### config.mk
export PLATFORM = sky130hd
export DESIGN_NAME = regfile_wb_ctrl
export DESIGN_NICKNAME = d
export VERILOG_FILES = /design/src/rtl/regfile_wb_ctrl_pkg.sv /design/src/rtl/regfile_wb_ctrl_wb_fifo.sv /design/src/rtl/regfile_wb_ctrl.sv
export SDC_FILE = /design/constraint.sdc
export NUM_CORES = 1
export LEC_CHECK = 0
export CAP_MARGIN = 10
export CELL_PAD_IN_SITES_DETAIL_PLACEMENT = 1
export CELL_PAD_IN_SITES_GLOBAL_PLACEMENT = 1
export CORE_MARGIN = 2
export CORE_UTILIZATION = 37
export DETAILED_ROUTE_END_ITERATION = 6
export PLACE_DENSITY_LB_ADDON = 0.1
export SLEW_MARGIN = 20
export SYNTH_ARGS = -nofsm -noshare
export SYNTH_HDL_FRONTEND = slang
export SYNTH_SLANG_ARGS = --single-unit
### constraint.sdc
create_clock -name clk -period 2.1 [get_ports clk]
set_clock_uncertainty 0.15 [all_clocks]
set_input_delay 0.63 -clock clk [delete_from_list [all_inputs] [get_ports clk]]
set_output_delay 0.63 -clock clk [all_outputs]
set_load 0.02 [all_outputs]
### src/rtl/regfile_wb_ctrl_pkg.sv
// ---------------------------------------------------------------------------
// regfile_wb_ctrl_pkg
//  Shared constants and types for the register-file write-back controller.
//  Contents:
//    VALID / INVALID  : live-bit encodings for secondary FIFO entries
//    WB_DEPTH         : default secondary FIFO depth
//    WB_PTR_W         : pointer width for the default depth (log2(depth)+1)
//    wr_sel_e         : write-port source select
//    reg_onehot()     : one-hot decode of a register index into a 32-bit mask
// ---------------------------------------------------------------------------
package regfile_wb_ctrl_pkg;

    localparam logic VALID    = 1'b1;
    localparam logic INVALID  = 1'b0;
    localparam int   WB_DEPTH = 4;
    localparam int   WB_PTR_W = 3;

    typedef enum logic [1:0] {
        SEL_NONE = 2'd0,
        SEL_PRI  = 2'd1,
        SEL_SEC  = 2'd2
    } wr_sel_e;

    // Indices above 31 decode to an empty mask.
    function automatic logic [31:0] reg_onehot(input int unsigned idx);
        return 32'd1 << idx;
    endfunction

endpackage

### src/rtl/regfile_wb_ctrl_wb_fifo.sv
// ---------------------------------------------------------------------------
// wb_fifo
//  Secondary-result buffer for the write-back controller. Holds address, data
//  and a live bit per slot. A slot is live only while it is occupied, targets a
//  non-zero register and has not been squashed by a younger primary write.
//  Ports:
//    clk, rst            clock, asynchronous active-low reset
//    push/push_addr/data push request (ignored while full)
//    pop                 pop request (ignored while empty)
//    sq_en/sq_addr       kill every live entry targeting sq_addr (incl. same-cycle push)
//    full, empty         occupancy flags from registered pointers
//    head_live/addr/data head-of-queue view
//    rd_idx              storage index of the head (oldest) slot
//    live_vec            per-slot live bits
//    ent_addr/ent_data   flattened per-slot address/data
//    pend_mask           OR of one-hot decodes of live entry addresses
// ---------------------------------------------------------------------------
module wb_fifo
    import regfile_wb_ctrl_pkg::*;
#(
    parameter int DEPTH = WB_DEPTH,
    parameter int AW    = 5,
    parameter int DW    = 32
) (
    input  logic                  clk,
    input  logic                  rst,
    input  logic                  push,
    input  logic [AW-1:0]         push_addr,
    input  logic [DW-1:0]         push_data,
    input  logic                  pop,
    input  logic                  sq_en,
    input  logic [AW-1:0]         sq_addr,
    output logic                  full,
    output logic                  empty,
    output logic                  head_live,
    output logic [AW-1:0]         head_addr,
    output logic [DW-1:0]         head_data,
    output logic [$clog2(DEPTH)-1:0] rd_idx,
    output logic [DEPTH-1:0]      live_vec,
    output logic [DEPTH*AW-1:0]   ent_addr,
    output logic [DEPTH*DW-1:0]   ent_data,
    output logic [31:0]           pend_mask
);

    localparam int IW = $clog2(DEPTH);
    localparam int PW = IW + 1;

    logic [PW-1:0]    wptr_r;
    logic [PW-1:0]    rptr_r;
    logic [AW-1:0]    addr_r [DEPTH];
    logic [DW-1:0]    data_r [DEPTH];
    logic [DEPTH-1:0] live_r;
    logic [DEPTH-1:0] live_nxt_s;
    logic [IW-1:0]    wr_idx_s;
    logic             do_push_s;
    logic             do_pop_s;

    // Equal low bits with differing MSBs means the writer has lapped the reader.
    assign wr_idx_s  = wptr_r[IW-1:0];
    assign rd_idx    = rptr_r[IW-1:0];
    assign full      = (wptr_r[PW-1] != rptr_r[PW-1]) && (wr_idx_s == rd_idx);
    assign empty     = (wptr_r == rptr_r);
    assign do_push_s = push && !full;
    assign do_pop_s  = pop && !empty;
    assign head_live = live_r[rd_idx];
    assign head_addr = addr_r[rd_idx];
    assign head_data = data_r[rd_idx];
    assign live_vec  = live_r;

    // Flatten slot storage for the lookup logic in the parent.
    always_comb begin
        ent_addr = '0;
        ent_data = '0;
        for (int i = 0; i < DEPTH; i++) begin
            ent_addr[i*AW +: AW] = addr_r[i];
            ent_data[i*DW +: DW] = data_r[i];
        end
    end

    // Next live bits: a new entry is born dead if it targets r0 or the same-cycle
    // primary write; popped slots are freed; a primary write kills matching entries.
    always_comb begin
        live_nxt_s = live_r;
        for (int i = 0; i < DEPTH; i++) begin
            if (do_push_s && (wr_idx_s == IW'(i))) begin
                live_nxt_s[i] = (push_addr != '0) && !(sq_en && (push_addr == sq_addr));
            end else if (do_pop_s && (rd_idx == IW'(i))) begin
                live_nxt_s[i] = INVALID;
            end else if (sq_en && (addr_r[i] == sq_addr)) begin
                live_nxt_s[i] = INVALID;
            end else begin
                live_nxt_s[i] = live_r[i];
            end
        end
    end

    // Pointers and live bits.
    always_ff @(posedge clk or negedge rst) begin
        if (!rst) begin
            wptr_r <= '0;
            rptr_r <= '0;
            live_r <= '0;
        end else begin
            if (do_push_s) begin
                wptr_r <= wptr_r + PW'(1);
            end else begin
                wptr_r <= wptr_r;
            end
            if (do_pop_s) begin
                rptr_r <= rptr_r + PW'(1);
            end else begin
                rptr_r <= rptr_r;
            end
            live_r <= live_nxt_s;
        end
    end

    // Slot address/data storage.
    always_ff @(posedge clk or negedge rst) begin
        if (!rst) begin
            for (int i = 0; i < DEPTH; i++) begin
                addr_r[i] <= '0;
                data_r[i] <= '0;
            end
        end else if (do_push_s) begin
            addr_r[wr_idx_s] <= push_addr;
            data_r[wr_idx_s] <= push_data;
        end
    end

    // Pending-write mask; r0 entries are never live so bit 0 stays clear.
    always_comb begin
        pend_mask = 32'd0;
        for (int i = 0; i < DEPTH; i++) begin
            if (live_r[i]) begin
                pend_mask = pend_mask | reg_onehot(32'(addr_r[i]));
            end else begin
                pend_mask = pend_mask;
            end
        end
    end

endmodule

### src/rtl/regfile_wb_ctrl.sv
// ---------------------------------------------------------------------------
// regfile_wb_ctrl
//  Sole driver of the 32x32 register file write port. The single-cycle
//  pipeline write-back (primary) always wins; long-latency results
//  (secondary) queue in wb_fifo and issue when the port is free. A pending
//  mask of live queued destinations feeds ID-stage stall logic.
//  Build option: define FWD_EN to enable the combinational forwarding lookup
//  (q_*); without it q_hit_* and q_data_* are tied to zero.
//  Ports:
//    clk, rst                   clock, asynchronous active-low reset
//    p_we/p_waddr/p_wdata       primary write request (never stalled)
//    s_valid/s_ready            secondary handshake (s_ready = !full)
//    s_waddr/s_wdata            secondary destination and data
//    we/waddr/wdata             registered register-file write port
//    pend_mask                  live queued destinations, one bit per register
//    q_addr_a/b, q_hit_a/b, q_data_a/b   forwarding lookup
// ---------------------------------------------------------------------------
module regfile_wb_ctrl
    import regfile_wb_ctrl_pkg::*;
#(
    parameter int DEPTH = WB_DEPTH,
    parameter int AW    = 5,
    parameter int DW    = 32
) (
    input  logic          clk,
    input  logic          rst,
    input  logic          p_we,
    input  logic [AW-1:0] p_waddr,
    input  logic [DW-1:0] p_wdata,
    input  logic          s_valid,
    output logic          s_ready,
    input  logic [AW-1:0] s_waddr,
    input  logic [DW-1:0] s_wdata,
    output logic          we,
    output logic [AW-1:0] waddr,
    output logic [DW-1:0] wdata,
    output logic [31:0]   pend_mask,
    input  logic [AW-1:0] q_addr_a,
    input  logic [AW-1:0] q_addr_b,
    output logic          q_hit_a,
    output logic          q_hit_b,
    output logic [DW-1:0] q_data_a,
    output logic [DW-1:0] q_data_b
);

    localparam int IW = $clog2(DEPTH);

    logic                p_valid_s;
    logic                pop_s;
    logic                full_s;
    logic                empty_s;
    logic                head_live_s;
    logic [AW-1:0]       head_addr_s;
    logic [DW-1:0]       head_data_s;
    logic [IW-1:0]       rd_idx_s;
    logic [DEPTH-1:0]    live_vec_s;
    logic [DEPTH*AW-1:0] ent_addr_s;
    logic [DEPTH*DW-1:0] ent_data_s;
    wr_sel_e             sel_s;
    logic                we_r;
    logic [AW-1:0]       waddr_r;
    logic [DW-1:0]       wdata_r;

    assign p_valid_s = p_we && (p_waddr != '0);
    assign s_ready   = !full_s;
    assign we        = we_r;
    assign waddr     = waddr_r;
    assign wdata     = wdata_r;

    wb_fifo #(
        .DEPTH (DEPTH),
        .AW    (AW),
        .DW    (DW)
    ) u_fifo (
        .clk       (clk),
        .rst       (rst),
        .push      (s_valid),
        .push_addr (s_waddr),
        .push_data (s_wdata),
        .pop       (pop_s),
        .sq_en     (p_valid_s),
        .sq_addr   (p_waddr),
        .full      (full_s),
        .empty     (empty_s),
        .head_live (head_live_s),
        .head_addr (head_addr_s),
        .head_data (head_data_s),
        .rd_idx    (rd_idx_s),
        .live_vec  (live_vec_s),
        .ent_addr  (ent_addr_s),
        .ent_data  (ent_data_s),
        .pend_mask (pend_mask)
    );

    // Dead heads drain without the port, so they may pop under a primary write.
    always_comb begin
        pop_s = !empty_s && (!head_live_s || !p_valid_s);
        if (p_valid_s) begin
            sel_s = SEL_PRI;
        end else if (pop_s && head_live_s) begin
            sel_s = SEL_SEC;
        end else begin
            sel_s = SEL_NONE;
        end
    end

    // Write-port output register; address and data hold on idle cycles.
    always_ff @(posedge clk or negedge rst) begin
        if (!rst) begin
            we_r    <= 1'b0;
            waddr_r <= '0;
            wdata_r <= '0;
        end else begin
            case (sel_s)
                SEL_PRI: begin
                    we_r    <= 1'b1;
                    waddr_r <= p_waddr;
                    wdata_r <= p_wdata;
                end
                SEL_SEC: begin
                    we_r    <= 1'b1;
                    waddr_r <= head_addr_s;
                    wdata_r <= head_data_s;
                end
                default: begin
                    we_r    <= 1'b0;
                    waddr_r <= waddr_r;
                    wdata_r <= wdata_r;
                end
            endcase
        end
    end

`ifdef FWD_EN
    // Scan the output register first, then the FIFO oldest to youngest so the
    // youngest live match overrides everything before it.
    function automatic logic [DW:0] fwd_lookup(input logic [AW-1:0] q);
        logic          hit;
        logic [DW-1:0] data;
        logic [IW-1:0] idx;
        hit  = 1'b0;
        data = '0;
        if ((q != '0) && we_r && (waddr_r == q)) begin
            hit  = 1'b1;
            data = wdata_r;
        end else begin
            hit  = 1'b0;
        end
        for (int k = 0; k < DEPTH; k++) begin
            idx = rd_idx_s + IW'(k);
            if ((q != '0) && live_vec_s[idx] && (ent_addr_s[idx*AW +: AW] == q)) begin
                hit  = 1'b1;
                data = ent_data_s[idx*DW +: DW];
            end else begin
                hit  = hit;
            end
        end
        return {hit, data};
    endfunction

    // Combinational forwarding lookup for both read ports.
    always_comb begin
        {q_hit_a, q_data_a} = fwd_lookup(q_addr_a);
        {q_hit_b, q_data_b} = fwd_lookup(q_addr_b);
    end
`else
    logic unused_fwd_s;

    assign unused_fwd_s = ^{q_addr_a, q_addr_b, rd_idx_s, live_vec_s, ent_addr_s, ent_data_s};
    assign q_hit_a      = 1'b0;
    assign q_hit_b      = 1'b0;
    assign q_data_a     = '0;
    assign q_data_b     = '0;
`endif

endmodule

* Word-level counts from Yosys, hierarchy flattened *
Cells that the tools add are included.

operators by class
  add/sub/neg operators = 2
  $lt $le $gt $ge = 4
  equal/unequal tests = 16
  shifts and indexed selects = 4
  multiplexer cells = 35
  bitwise gates (word level) = 5
  reduce and logical (&&, ||, !) cells = 37

operators by type and width
  kind                  number
  $mux 32               7
  $bwmux 128            1
  $shl 1x5->32 const A  4
  $or 32x32->32         3
  $bmux 32 s2           1
  $demux 32 s2          1
  $pmux 32 s2           1
  $eq 5x5->1            5
  $logic_and 1x1->1     21
  $bwmux 20             1
  $mux 5                3
  $mux 1                14
  $reduce_bool 3->1     4
  $bmux 5 s2            1
  $demux 5 s2           1
  $eq 2x2->1 const B    5
  $pmux 5 s2            1
  $reduce_bool 5->1     2
  $add 3x1->3 const B   2
  $eq 2x1->1 const B    3
  $ge 3x3->1 const B    2
  $not 2->3             2
  $logic_not 1->1       5
  $logic_not 2->1       2
  other kinds (10)      11

word-level totals
  flip-flop bits (word level) = 196
  bits of input ports = 88
  output and inout port bits = 137
  logic and storage cells = 120

* Depth between registers and ports, before layout *
Gate-level depths: netlist of run 1.

  word-level depth = 11
  gate-level depth with buffers = 7
  gate-level depth less buffers = 5

* Hierarchy *
From an unflattened synthesis of run 1, not the netlist that was laid out.

unflattened totals
  cells, all modules = 838
  area total of the unflattened synthesis = 11,055.6 um^2

modules (own cells, without submodules)
  module           times used  cells an instance  area an instance (um^2)  seq. area each (um^2)
  wb_fifo          1           640                8,678.3                  3,953.8
  regfile_wb_ctrl  1           198                2,377.3                  950.9

* Worst setup path after synthesis of run 1 *
OpenSTA, ideal clock, no wires.

  kind = register -> output
  from = register u_fifo.addr_r (netlist bit u_fifo.ent_addr[8])
  to = output pend_mask[4]
  arrival = 2.035 ns
  data required time = 1.320 ns
  setup slack = -0.715 ns
  stages on the path, launching flop included = 5
  path buffers = 1
  cells stage by stage = dfrtp_1 > clkbuf_1 > nand2b_1 > or3b_2 > o311ai_0

on the way
  word-level cells in the longest chain between the ends = 7

ends and longest elaborated chain
  element                          RTL line                        source
  start, declared                  regfile_wb_ctrl_wb_fifo.sv:50   logic [AW-1:0] addr_r [DEPTH];
  start signal, assigned by index  regfile_wb_ctrl_wb_fifo.sv:126  addr_r[wr_idx_s] <= push_addr;
  $shl 1x5->32 (*)                 regfile_wb_ctrl_pkg.sv:26       return 32'd1 << idx;
  $or 32x32->32 (*)                regfile_wb_ctrl_wb_fifo.sv:136  pend_mask = pend_mask | reg_onehot(32'(addr_r[i]));
  $mux 32 (*)                      regfile_wb_ctrl_wb_fifo.sv:135  if (live_r[i]) begin
  $or 32x32->32                    regfile_wb_ctrl_wb_fifo.sv:136
  $mux 32 (*)                      regfile_wb_ctrl_wb_fifo.sv:135
  $or 32x32->32                    regfile_wb_ctrl_wb_fifo.sv:136
  $mux 32 (*)                      regfile_wb_ctrl_wb_fifo.sv:135
  end, declared                    regfile_wb_ctrl.sv:37           output logic [31:0] pend_mask,

Every way passes the cells marked *; elsewhere a longest branch is shown, timed or not.

* Worst setup path in the final report of run 1 *
  from = register u_fifo.addr_r (netlist bit u_fifo.ent_addr[5])
  to = output pend_mask[4]

Same word-level chain as after synthesis.

==> metrics.csv, run 1 <==
stage,metric,value,unit
hold_path,Hold EP,u_fifo.ent_data[103]$_DFFE_PN0P_,
synthesis,Synth area leader,dfrtp_1,
hold_path,Hold Crit Class,reg2reg,
placed_design,Final Wtd Congestion,0.885,
floorplanning,Core Footprint,0.0287,sq mm
setup_path,WP buf/inv,2,
floorplanning,Die X,175,microns
synthesis,ys async rst share,1.00,
power_and_ir_drop,clock power share,0.122,
grt,pin count of the biggest net entering global routing,51,
status,outcome,"finished, violations left",
power_and_ir_drop,sequential share of power,0.258,
placed_design,IO Port Bufs,148,
power_and_ir_drop,Peak VDD IR,0.666,mV
floorplanning,Die ar.,0.0305,sq mm
floorplanning,initial core utilization,0.375,
floorplanning,DIE HEIGHT,175,microns
sta,f_max,373,MHz
power_and_ir_drop,Comb pwr share,0.620,
sta,Slew HR,0.541,
synthesis,Yosys reg bits,196,
synthesis,register area share after synthesis,0.455,
cts,CTS tree,done,
sta,max-slew violations,0,
detailed_routing,DR iter-0 viols,626,
final_layout,ANT cells,0,
detailed_routing,DRT Pass-1 Iters,5,
power_and_ir_drop,static leakage,0.00765,uW
setup_path,"critical path, cell by cell",buf_6 > or3b_4 > o311ai_4 > buf_6,
cts,CTS H-tree lvls,4,
detailed_routing,Via Count,8380,
sta,worst hold slack,0.361,ns
setup_path,CP required,1.32,ns
sta,min Tclk post-route,2.68,ns
placed_design,DP HPWL,22500,microns
synthesis,synth top area cells,"dfrtp_1, mux2_2, mux4_2",
cts,CTS Buf Count,17,
detailed_routing,DR vias/cell,5.26,
setup_path,Worst EP arrival,1.90,ns
synthesis,mean post-synth cell area,12.3,sq um
setup_path,CP dominant cell by count,buf_6,
setup_path,WS Path Type,reg2out,
sta,final setup margin,-0.581,ns
grt,global-route wire length before repair,52300,microns
status,failing checks,setup timing,
setup_path,crit path max fanout,4,
synthesis,Mapped Cells,879,
setup_path,crit path launch type,register,
detailed_routing,DRC,0,
cts,Worst-Skew Late Latency,0.44,ns
sta,Final Hold Viols,0,
grt,vias in the first global route,8806,
sta,unrepaired setup endpoints after global routing,yes,
placed_design,Place WS,-0.641,ns
synthesis,top post-synthesis cells by count,"dfrtp_1, mux2_2, buf_4, nor2_1, mux4_2",
synthesis,Synth Flop Type,dfrtp_1,
final_layout,total of fill cells in the finished design,2883,
setup_path,r2r endpoint,waddr[4]$_DFFE_PN0P_,
synthesis,Synth cell types,59,
cts,clock root cell,clkbuf_16,
power_and_ir_drop,Sw Share,0.388,
setup_path,crit end category,primary output,
cts,"Reg clk slew, reported paths",0.09,ns
synthesis,"EDFF count, synth",0,
hold_path,hold path startpoint,u_fifo.ent_data[103]$_DFFE_PN0P_,
power_and_ir_drop,switching power total,10900,uW
detailed_routing,post-route ant nets,0,
synthesis,"count leader, synth",dfrtp_1,
synthesis,Synth Warn #,0,
grt,initial antenna violation count,0,
setup_path,RR Startpoint,u_fifo.live_vec[2]$_DFFE_PN0P_,
cts,Max Root-Sink Buffers,2,
run,max-cap check violation count,0,
detailed_routing,post-DR wirelength/cell,23.2,microns
synthesis,area share of the largest cell type after synthesis,0.455,
final_layout,multi-input logic area,0.00655,sq mm
power_and_ir_drop,Internal,17300,uW
setup_path,Critical Path Max Stage Delay,0.46,ns
final_layout,Reg area,0.00493,sq mm
grt,GRT Total Usage,0.223,
final_layout,Final nets,1291,
floorplanning,top-level port count,225,
setup_path,R2R setup slack,-0.24,ns
final_layout,P&R area growth vs syn,52.3,%
setup_path,reg2reg path depth,7,
sta,Slew @ Worst Pin,0.686,ns
final_layout,fraction of layout cells with a size suffix above 1,0.498,
sta,count of final setup violators,218,
detailed_routing,final WL,36900,microns
setup_path,CP max stage cell,dfrtp_2,
sta,final period utilization,1.28,
floorplanning,Core Rows,62,
power_and_ir_drop,pwr/cell area,1720,mW/mm^2
hold_path,Hold Path Depth,1,
synthesis,Mapped Area,0.0108,sq mm
setup_path,Top delay family on crit path,flip-flops,
cts,clock sink total,196,
grt,Overflow after GRT,0,
-- state kept, by name, summed over array words and instances, names as in the netlist --
register         count
waddr                5
wdata               32
u_fifo.wptr_r        3
u_fifo.live_vec      4
u_fifo.ent_data    128
u_fifo.rptr_r        3
u_fifo.ent_addr     20
we                   1
-- metal layers --
| layer | part of all wire | wire length (microns) | vias to the layer above | track usage |
|---|---|---|---|---|
| met2 | 0.49 | 18200 | 284 | 0.376 |
| met1 | 0.44 | 16400 | 4341 | 0.302 |
| met3 | 0.046 | 1700 | 44 | 0.0370 |
| li1 | - | - | 3711 | - |
| met5 | 0 | 0 | - | 0 |
| met4 | 0.016 | 578 | 0 | 0.0549 |
-- kinds of logic after synthesis --
family | count (synthesis) | share of synthesized area
multiplexers | 225 | 0.271
flip-flops | 196 | 0.455
XOR/XNOR | 33 | 0.0282
AND/OR/NAND/NOR | 160 | 0.0732
AO/OA/AOI/OAI | 117 | 0.0806
adder cells (fa/ha/maj) | 8 | 0.00929
buffers and inverters | 139 | 0.0818
other | 1 | 0.000348
-- worst register-to-register path, cell delays in order (launching register included) --
cell and delay (ns):
dfrtp_2 0.45, buf_6 0.14, buf_6 0.11, mux4_2 0.53, buf_6 0.16, o31ai_4 0.13, mux2_4 0.35, a22o_1 0.20
-- per-stage QoR --
| stage | power (uW) | utilization | instances | cell area, sq um | setup TNS (ns) |
|---|---|---|---|---|---|
| finish | 28200 | 0.571 | 1592 | 16400 | -34.43 |
| global route | 29600 | 0.571 | 1592 | 16400 | -44.56 |
| CTS | 25700 | 0.533 | 1566 | 15300 | -24.48 |
| detailed placement | 19900 | 0.475 | 1490 | 13600 | -60.29 |
| global placement | 19600 | 0.475 | 1490 | 13600 | -57.64 |
| floorplan | 14700 | - | 944 | 11200 | -0.754 |
-- cell type report --
type | count | area share
Clock buffer | 17 | 0.0259
Inverter | 7 | 0.00175
Multi-Input combinational cell | 610 | 0.399
Timing Repair Buffer | 363 | 0.231
Sequential cell | 196 | 0.301
Clock inverter | 15 | 0.0116
Tap cell | 384 | 0.0293
-- what timing repair did --
item,in CTS,in global routing
resized for setup,369,204
hold endpoints to repair,24,0
hold buffers,1,0
pin swaps,34,62
endpoints found under the setup margin,174,226
gates cloned,9,10
setup buffers,35,22
-- how the worst max path moves through the flow --
stage | start | to | slack, ns | cells after the start
2_1_floorplan | p_waddr[2] | u_fifo.rptr_r[1]$_DFFE_PN0N_ | -0.16 | 5
3_3_place_gp | p_waddr[3] | u_fifo.live_vec[3]$_DFFE_PN0P_ | -0.63 | 6
3_5_place_dp | u_fifo.ent_addr[5]$_DFFE_PN0P_ | pend_mask[9] | -0.64 | 5
4_1_cts | u_fifo.live_vec[1]$_DFFE_PN0P_ | pend_mask[4] | -0.57 | 4
5_1_grt | u_fifo.ent_addr[2]$_DFFE_PN0P_ | pend_mask[17] | -0.62 | 4
6_report | u_fifo.ent_addr[5]$_DFFE_PN0P_ | pend_mask[4] | -0.58 | 4
-- power by group through the flow --
stage | sequential [uW] | clock, uW | combinational (uW)
2_1_floorplan | 6960 | 0 | 7720
3_3_place_gp | 7060 | 0 | 12600
3_5_place_dp | 7120 | 0 | 12800
4_1_cts | 7140 | 3480 | 15100
5_1_grt | 7550 | 3640 | 18400
6_report | 7270 | 3450 | 17500
-- layout by cell type (no fill, tap or decap), types with 9 or more instances in the layout --
cell type,n
buf_4,137
a221o_1,9
conb_1,66
clkbuf_16,24
mux4_2,38
nor2_1,46
clkdlybuf4s50_1,72
buf_6,60
nand2_1,24
xnor2_1,28
dfrtp_1,172
mux2_4,153
nand3_1,9
buf_12,28
dlygate4sd2_1,42
a21oi_1,33
mux2i_1,31
nor2_4,10
dfrtp_2,24
Note: power is estimated with default switching activity, not from simulation.
==> run 2: changes to the inputs <==
--- a/config.mk
+++ b/config.mk
@@ -9,7 +9,8 @@
 export CELL_PAD_IN_SITES_DETAIL_PLACEMENT = 1
 export CELL_PAD_IN_SITES_GLOBAL_PLACEMENT = 1
 export CORE_MARGIN = 2
-export CORE_UTILIZATION = 37
+export CORE_UTILIZATION = 38
+export CTS_BUF_LIST = sky130_fd_sc_hd__clkbuf_4
 export DETAILED_ROUTE_END_ITERATION = 6
 export PLACE_DENSITY_LB_ADDON = 0.1
 export SLEW_MARGIN = 20
==> run 2 against run 1 <==
Net effect: the run still ends with setup timing left; cell count increased by 1.4%; final area decreased by 1.7%; highest routed layer unchanged; non-clock buffer count increased by 28; sequential share of layout area increased by 0.51 points; utilization increased by 0.76 points; via count increased by 3.4%; worst hold slack got worse by 0.058 ns; clock power decreased by 39%; sequential power about the same; global-route usage increased by 1.3 points; critical path depth unchanged; largest power group unchanged; total power decreased by 3.4%.
==> metrics.csv, run 2 (same netlist as run 1, synthesis figures left out) <==
stage,metric,value,unit,change
floorplanning,top-level port count,225,,unchanged
setup_path,reg2reg path depth,9,,+2
placed_design,IO Port Bufs,148,,unchanged
setup_path,Top delay family on crit path,simple AND/OR/NAND/NOR gates,,
grt,GRT Total Usage,0.237,,+0.0134
grt,global-route wire length before repair,52700,microns,+0.87%
cts,Max Root-Sink Buffers,2,,unchanged
detailed_routing,post-DR wirelength/cell,23.7,microns,+2.2%
setup_path,WS Path Type,reg2out,,
placed_design,placed cell count,1489,,-0.067%
setup_path,crit path launch type,register,,
placed_design,DP HPWL,23800,microns,+5.4%
grt,Overflow after GRT,0,,unchanged
placed_design,Final Wtd Congestion,0.906,,+2.3%
detailed_routing,DRC,0,,unchanged
final_layout,most frequent cells in the layout,"dfrtp_1, buf_4, mux2_4",,
sta,unrepaired setup endpoints after global routing,yes,,
sta,min Tclk post-route,2.92,ns,+0.240 ns
cts,clock root cell,clkbuf_4,,
sta,Final Hold Viols,0,,unchanged
detailed_routing,DR iter-0 viols,536,,-14%
setup_path,"critical path, cell by cell",nand2b_4 > or3b_4 > o211ai_1 > buf_4,,
floorplanning,Die X,172,microns,-1.3%
run,max-cap check violation count,0,,unchanged
sta,f_max,342,MHz,-8.2%
power_and_ir_drop,Design Power,27300,uW,-3.4%
floorplanning,initial core utilization,0.387,,+0.0114
final_layout,multi-input logic area,0.00646,sq mm,-1.4%
setup_path,CP max stage cell,or3b_4,,
final_layout,total of fill cells in the finished design,2776,,-3.7%
final_layout,"non-filler cells, final",1614,,+1.4%
final_layout,post-layout instance area,0.0161,sq mm,-1.7%
final_layout,Final nets,1318,,+2.1%
setup_path,Critical Path Max Stage Delay,0.44,ns,-0.02 ns
cts,CTS Buf Count,17,,unchanged
detailed_routing,post-route ant nets,0,,unchanged
final_layout,"commonest non-fill, non-tap cell in the layout",dfrtp_1,,
power_and_ir_drop,pwr/cell area,1690,mW/mm^2,-1.8%
final_layout,Reg area,0.00494,sq mm,about the same
status,failing checks,setup timing,,
sta,Final TNS setup,-51.51,ns,-17.09 ns
sta,count of final setup violators,183,,-16%
floorplanning,Die ar.,0.0297,sq mm,-2.6%
detailed_routing,Via Count,8669,,+3.4%
detailed_routing,final WL,38200,microns,+3.6%
grt,vias in the first global route,8876,,+0.79%
grt,pin count of the biggest net entering global routing,39,,-24%
cts,CTS tree,done,,
detailed_routing,DRT Pass-1 Iters,4,,-1
setup_path,WP depth,4,,unchanged
cts,Worst-Skew Late Latency,0.61,ns,+0.17 ns
setup_path,crit end category,primary output,,
floorplanning,DIE HEIGHT,172,microns,-1.3%
status,outcome,"finished, violations left",,
power_and_ir_drop,static leakage,0.00735,uW,-3.9%
sta,final period utilization,1.39,,+0.114
detailed_routing,DR vias/cell,5.37,,+2.0%
setup_path,WP buf/inv,1,,-1
cts,CTS H-tree lvls,4,,unchanged
floorplanning,Core Footprint,0.0279,sq mm,-2.9%
cts,clock sink total,196,,unchanged
sta,Slew @ Worst Pin,0.724,ns,+0.0385 ns
setup_path,CP required,1.32,ns,about the same
grt,initial antenna violation count,1,,+1
floorplanning,Core Rows,61,,-1.6%
final_layout,P&R area growth vs syn,49.8,%,
sta,Slew HR,0.514,,-0.0267
final_layout,fraction of layout cells with a size suffix above 1,0.552,,+0.0547
hold_path,Hold Crit Class,in2async,,
final_layout,max reg flops,128,,unchanged
setup_path,crit path max fanout,4,,unchanged
sta,final setup margin,-0.821,ns,-0.240 ns
power_and_ir_drop,Peak VDD IR,0.698,mV,+4.8%
placed_design,"Cell Area, Placed",0.0137,sq mm,+0.22%
sta,max-slew violations,0,,unchanged
setup_path,Worst EP arrival,2.14,ns,+0.24 ns
cts,"Reg clk slew, reported paths",0.20,ns,+0.11 ns
==> run 2: cell count changes in the layout (fill, tap and decap cells not counted), moves of 5 or more <==
cell,change
buf_4,+24
nand2_1,-5
clkbuf_4,+17
buf_2,+33
mux2_2,+58
buf_6,+11
buf_12,-7
clkbuf_16,-11
dlygate4sd2_1,-42
mux2_4,-62
==> run 2: final cells by class <==
type                       count  area share
clock inverter                15      0.0113
timing repair buffer         391       0.243
tap                          378      0.0293
antenna                        1    0.000155
multi-input combinational    609       0.400
sequential                   196       0.306
clock buffer                  17     0.00791
inverter                       7     0.00178
==> run 2: metrics by stage <==
step	hold slack, ns	util	worst slack [ns]
floorplan	0.184	-	-0.163
global placement	0.320	0.490	-0.744
detailed placement	0.329	0.490	-0.754
CTS	0.279	0.534	-0.781
global route	0.279	0.579	-0.922
finish	0.303	0.579	-0.821
==> run 2: final timing paths <==
path	start	endpoint	slack (ns)
max	u_fifo.ent_addr[8]$_DFFE_PN0P_	pend_mask[20]	-0.82
min	rst	wdata[6]$_DFFE_PN0P_	0.30
max reg2reg	u_fifo.live_vec[0]$_DFFE_PN0P_	waddr[3]$_DFFE_PN0P_	-0.52
min reg2reg	u_fifo.ent_data[30]$_DFFE_PN0P_	u_fifo.ent_data[30]$_DFFE_PN0P_	0.37
max in group asynchronous	rst	u_fifo.ent_data[99]$_DFFE_PN0P_	0.91
min in group clk	u_fifo.ent_data[30]$_DFFE_PN0P_	u_fifo.ent_data[30]$_DFFE_PN0P_	0.37
==> run 2: per-layer routing <==
layer | vias to the layer above | track usage | routed length, microns
met3 | 64 | 0.0369 | 1660
met1 | 4513 | 0.321 | 16600
met5 | - | 0 | 0
li1 | 3780 | - | -
met2 | 312 | 0.394 | 19000
met4 | 0 | 0.0661 | 915
==> run 2: report_power, final <==
group | switching (uW) | internal (uW) | total, uW
logic | 7940 | 9960 | 17900
clock network | 1550 | 568 | 2120
registers | 1510 | 5730 | 7240
total | 11000 | 16300 | 27300
==> run 2: timing repair <==
action / 4_1_cts / 5_1_grt
setup endpoints to repair: 264 / 145
resized for setup: 483 / 173
hold buffers: 1 / 0
pin swaps: 51 / 51
cloned: 5 / 13
setup buffers: 46 / 31
endpoints found under the hold margin: 27 / 0
==> run 3: changes to the inputs <==
--- a/config.mk
+++ b/config.mk
@@ -8,8 +8,8 @@
 export CAP_MARGIN = 10
 export CELL_PAD_IN_SITES_DETAIL_PLACEMENT = 1
 export CELL_PAD_IN_SITES_GLOBAL_PLACEMENT = 1
-export CORE_MARGIN = 2
-export CORE_UTILIZATION = 38
+export CORE_MARGIN = 4
+export CORE_UTILIZATION = 42
 export CTS_BUF_LIST = sky130_fd_sc_hd__clkbuf_4
 export DETAILED_ROUTE_END_ITERATION = 6
 export PLACE_DENSITY_LB_ADDON = 0.1
==> constraint.sdc (replaced) <==
create_clock -name clk -period 3.3 [get_ports clk]
set_clock_uncertainty 0.15 [all_clocks]
set_input_delay 0.99 -clock clk [delete_from_list [all_inputs] [get_ports clk]]
set_output_delay 0.99 -clock clk [all_outputs]
set_load 0.1 [all_outputs]
==> run 3 against run 2 <==
Net effect: the flow still finishes with violations (setup timing); worst hold slack got worse by 0.15 ns; routed wire length fell by 19%; total power fell by 39%; largest cell class unchanged; final area fell by 12%; clock power fell by 35%; sequential share of layout area rose by 4.0 points; worst setup slack improved by 0.72 ns; flip-flop and latch count did not move; cell count fell by 11%; highest routed layer unchanged.
==> metrics.csv, run 3 (same netlist as run 1, synthesis figures left out) <==
stage,metric,value,unit,change
cts,"Reg clk slew, reported paths",0.21,ns,about the same
grt,GRT Total Usage,0.210,,-0.0271
floorplanning,initial core utilization,0.428,,+0.0411
power_and_ir_drop,switching power total,8230,uW,-25%
floorplanning,Die ar.,0.0283,sq mm,-4.8%
setup_path,WP buf/inv,2,,+1
grt,vias in the first global route,8211,,-7.5%
setup_path,CP max stage cell,dfrtp_2,,
detailed_routing,DRC,0,,unchanged
placed_design,"Cell Area, Placed",0.0129,sq mm,-5.3%
sta,final period utilization,1.03,,
run,max-cap check violation count,0,,unchanged
placed_design,DP HPWL,20300,microns,-14%
placed_design,Place WS,0.0785,ns,+0.833 ns
setup_path,CP required,2.16,ns,+0.84 ns
power_and_ir_drop,Internal,8450,uW,-48%
setup_path,crit path launch type,register,,
final_layout,most frequent cells in the layout,"dfrtp_1, buf_4, mux2_2",,
placed_design,placed cell count,1334,,-10%
sta,Final Hold Viols,0,,unchanged
detailed_routing,post-DR wirelength/cell,21.6,microns,-8.7%
grt,initial antenna violation count,1,,unchanged
sta,count of final setup violators,13,,-93%
detailed_routing,post-route ant nets,0,,unchanged
grt,global-route wire length before repair,46900,microns,-11%
status,failing checks,setup timing,,
detailed_routing,DRT Pass-1 Iters,5,,+1
setup_path,Critical Path Max Stage Delay,0.48,ns,+0.04 ns
setup_path,crit end category,primary output,,
sta,f_max,294,MHz,
sta,final setup margin,-0.0963,ns,+0.725 ns
setup_path,Worst EP arrival,2.26,ns,+0.12 ns
cts,Worst-Skew Late Latency,0.60,ns,about the same
power_and_ir_drop,sequential share of power,0.278,,+0.012
detailed_routing,Via Count,7938,,-8.4%
floorplanning,DIE HEIGHT,168,microns,-2.4%
detailed_routing,DR iter-0 viols,402,,-25%
cts,CTS tree,done,,
setup_path,crit path max fanout,4,,unchanged
final_layout,"commonest non-fill, non-tap cell in the layout",dfrtp_1,,
detailed_routing,DR vias/cell,5.54,,+3.1%
grt,pin count of the biggest net entering global routing,67,,+72%
sta,min Tclk post-route,3.40,ns,
power_and_ir_drop,static leakage,0.00603,uW,-18%
floorplanning,top-level port count,225,,unchanged
placed_design,IO Port Bufs,148,,unchanged
placed_design,Final Wtd Congestion,0.917,,+1.3%
setup_path,WS Path Type,reg2out,,
setup_path,Top delay family on crit path,flip-flops,,
grt,Overflow after GRT,0,,unchanged
power_and_ir_drop,clock power share,0.082,,+0.004
final_layout,max reg flops,128,,unchanged
cts,CTS H-tree lvls,4,,unchanged
floorplanning,Core Rows,58,,-4.9%
final_layout,fraction of layout cells with a size suffix above 1,0.450,,-0.103
final_layout,Final nets,1186,,-10%
cts,"Hold-fix buffers, CTS",0,,-1
cts,Max Root-Sink Buffers,2,,unchanged
status,outcome,"finished, violations left",,
sta,unrepaired setup endpoints after global routing,yes,,
sta,Slew HR,0.303,,-0.211
power_and_ir_drop,pwr/cell area,1170,mW/mm^2,-31%
sta,Slew @ Worst Pin,1.04,ns,+0.318 ns
setup_path,"critical path, cell by cell",nand2b_4 > buf_4 > nor3_4 > a32oi_1 > o211ai_1 > clkbuf_16,,
final_layout,P&R area growth vs syn,32.5,%,
sta,max-slew violations,0,,unchanged
power_and_ir_drop,Sw Share,0.493,,+0.0901
power_and_ir_drop,Comb pwr share,0.640,,-0.017
cts,clock sink total,196,,unchanged
power_and_ir_drop,Peak VDD IR,0.602,mV,-14%
floorplanning,Core Footprint,0.0252,sq mm,-9.6%
final_layout,"non-filler cells, final",1434,,-11%
final_layout,post-layout instance area,0.0143,sq mm,-12%
hold_path,Hold Crit Class,in2async,,
cts,CTS Buf Count,17,,unchanged
cts,clock root cell,clkbuf_4,,
floorplanning,Die X,168,microns,-2.4%
detailed_routing,final WL,31000,microns,-19%
-- run 3: cell types whose count changed in the layout (fill, tap and decap cells not counted), moves of 6 or more --
| cell | before | now |
|---|---|---|
| buf_12 | 21 | 39 |
| buf_2 | 36 | 1 |
| buf_4 | 161 | 128 |
| buf_6 | 71 | 11 |
| clkbuf_16 | 13 | 3 |
| mux2_1 | 4 | 30 |
| mux2_2 | 60 | 125 |
| mux2_4 | 91 | 0 |
| nand2_1 | 19 | 28 |
| nand2_2 | 10 | 4 |
| nor2_2 | 3 | 10 |
-- run 3: power by group through the flow --
| stage | registers (uW) | logic [uW] | clock network, uW |
|---|---|---|---|
| finish | 4630 | 10700 | 1370 |
| global route | 4790 | 11200 | 1540 |
| CTS | 4640 | 9940 | 1440 |
| detailed placement | 4720 | 9420 | 0 |
| global placement | 4670 | 9290 | 0 |
| floorplan | 5810 | 5890 | 0 |
-- run 3: worst paths after layout --
check                                           startpoint                               to  slack (ns)  cells past startpoint
hold reg to reg            u_fifo.ent_data[93]$_DFFE_PN0P_  u_fifo.ent_data[93]$_DFFE_PN0P_        0.36                      1
setup reg to reg              u_fifo.wptr_r[0]$_DFFE_PN0P_  u_fifo.ent_data[25]$_DFFE_PN0P_        0.68                      5
hold / removal                                         rst   u_fifo.ent_data[6]$_DFFE_PN0P_        0.16                      1
setup / recovery            u_fifo.ent_addr[8]$_DFFE_PN0P_                     pend_mask[5]        -0.1                      6
min in group clk           u_fifo.ent_data[93]$_DFFE_PN0P_  u_fifo.ent_data[93]$_DFFE_PN0P_        0.36                      1
max in group asynchronous                              rst  u_fifo.ent_data[93]$_DFFE_PN0P_        2.05                      2
-- run 3: area by class of cell --
type	instances	area [sq um]
Clock inverter	15	191
Clock buffer	17	128
Tap cell	330	413
Inverter	7	26.3
Timing Repair Buffer	259	2720
Multi-Input combinational cell	609	5860
Antenna cell	1	2.50
Fill cell	2560	10900
Sequential cell	196	4940
-- run 3: through the flow --
step                power, uW  setup TNS [ns]   util  hold WS (ns)
global route            17600           -2.92  0.567        0.0939
detailed placement      14100               0  0.514         0.329
floorplan               11700           -1.91      -         0.309
CTS                     16000          -0.417  0.542         0.118
finish                  16700          -0.420  0.567         0.156
global placement        14000               0  0.514         0.321
-- run 3: what timing repair did --
item / CTS / global route
pin swaps: 8 / 18
buffers inserted: 27 / 41
setup endpoints to repair: 33 / 33
endpoints found under the hold margin: 0 / 0
gates resized for setup: 58 / 66
-- run 3: per-layer routing --
layer  up-vias  share of wire  track usage
li1       3523              -            -
met1      4090           0.44        0.288
met2       288           0.48        0.342
met3        37          0.063       0.0458
met4         0          0.014       0.0487
met5         -              0            0
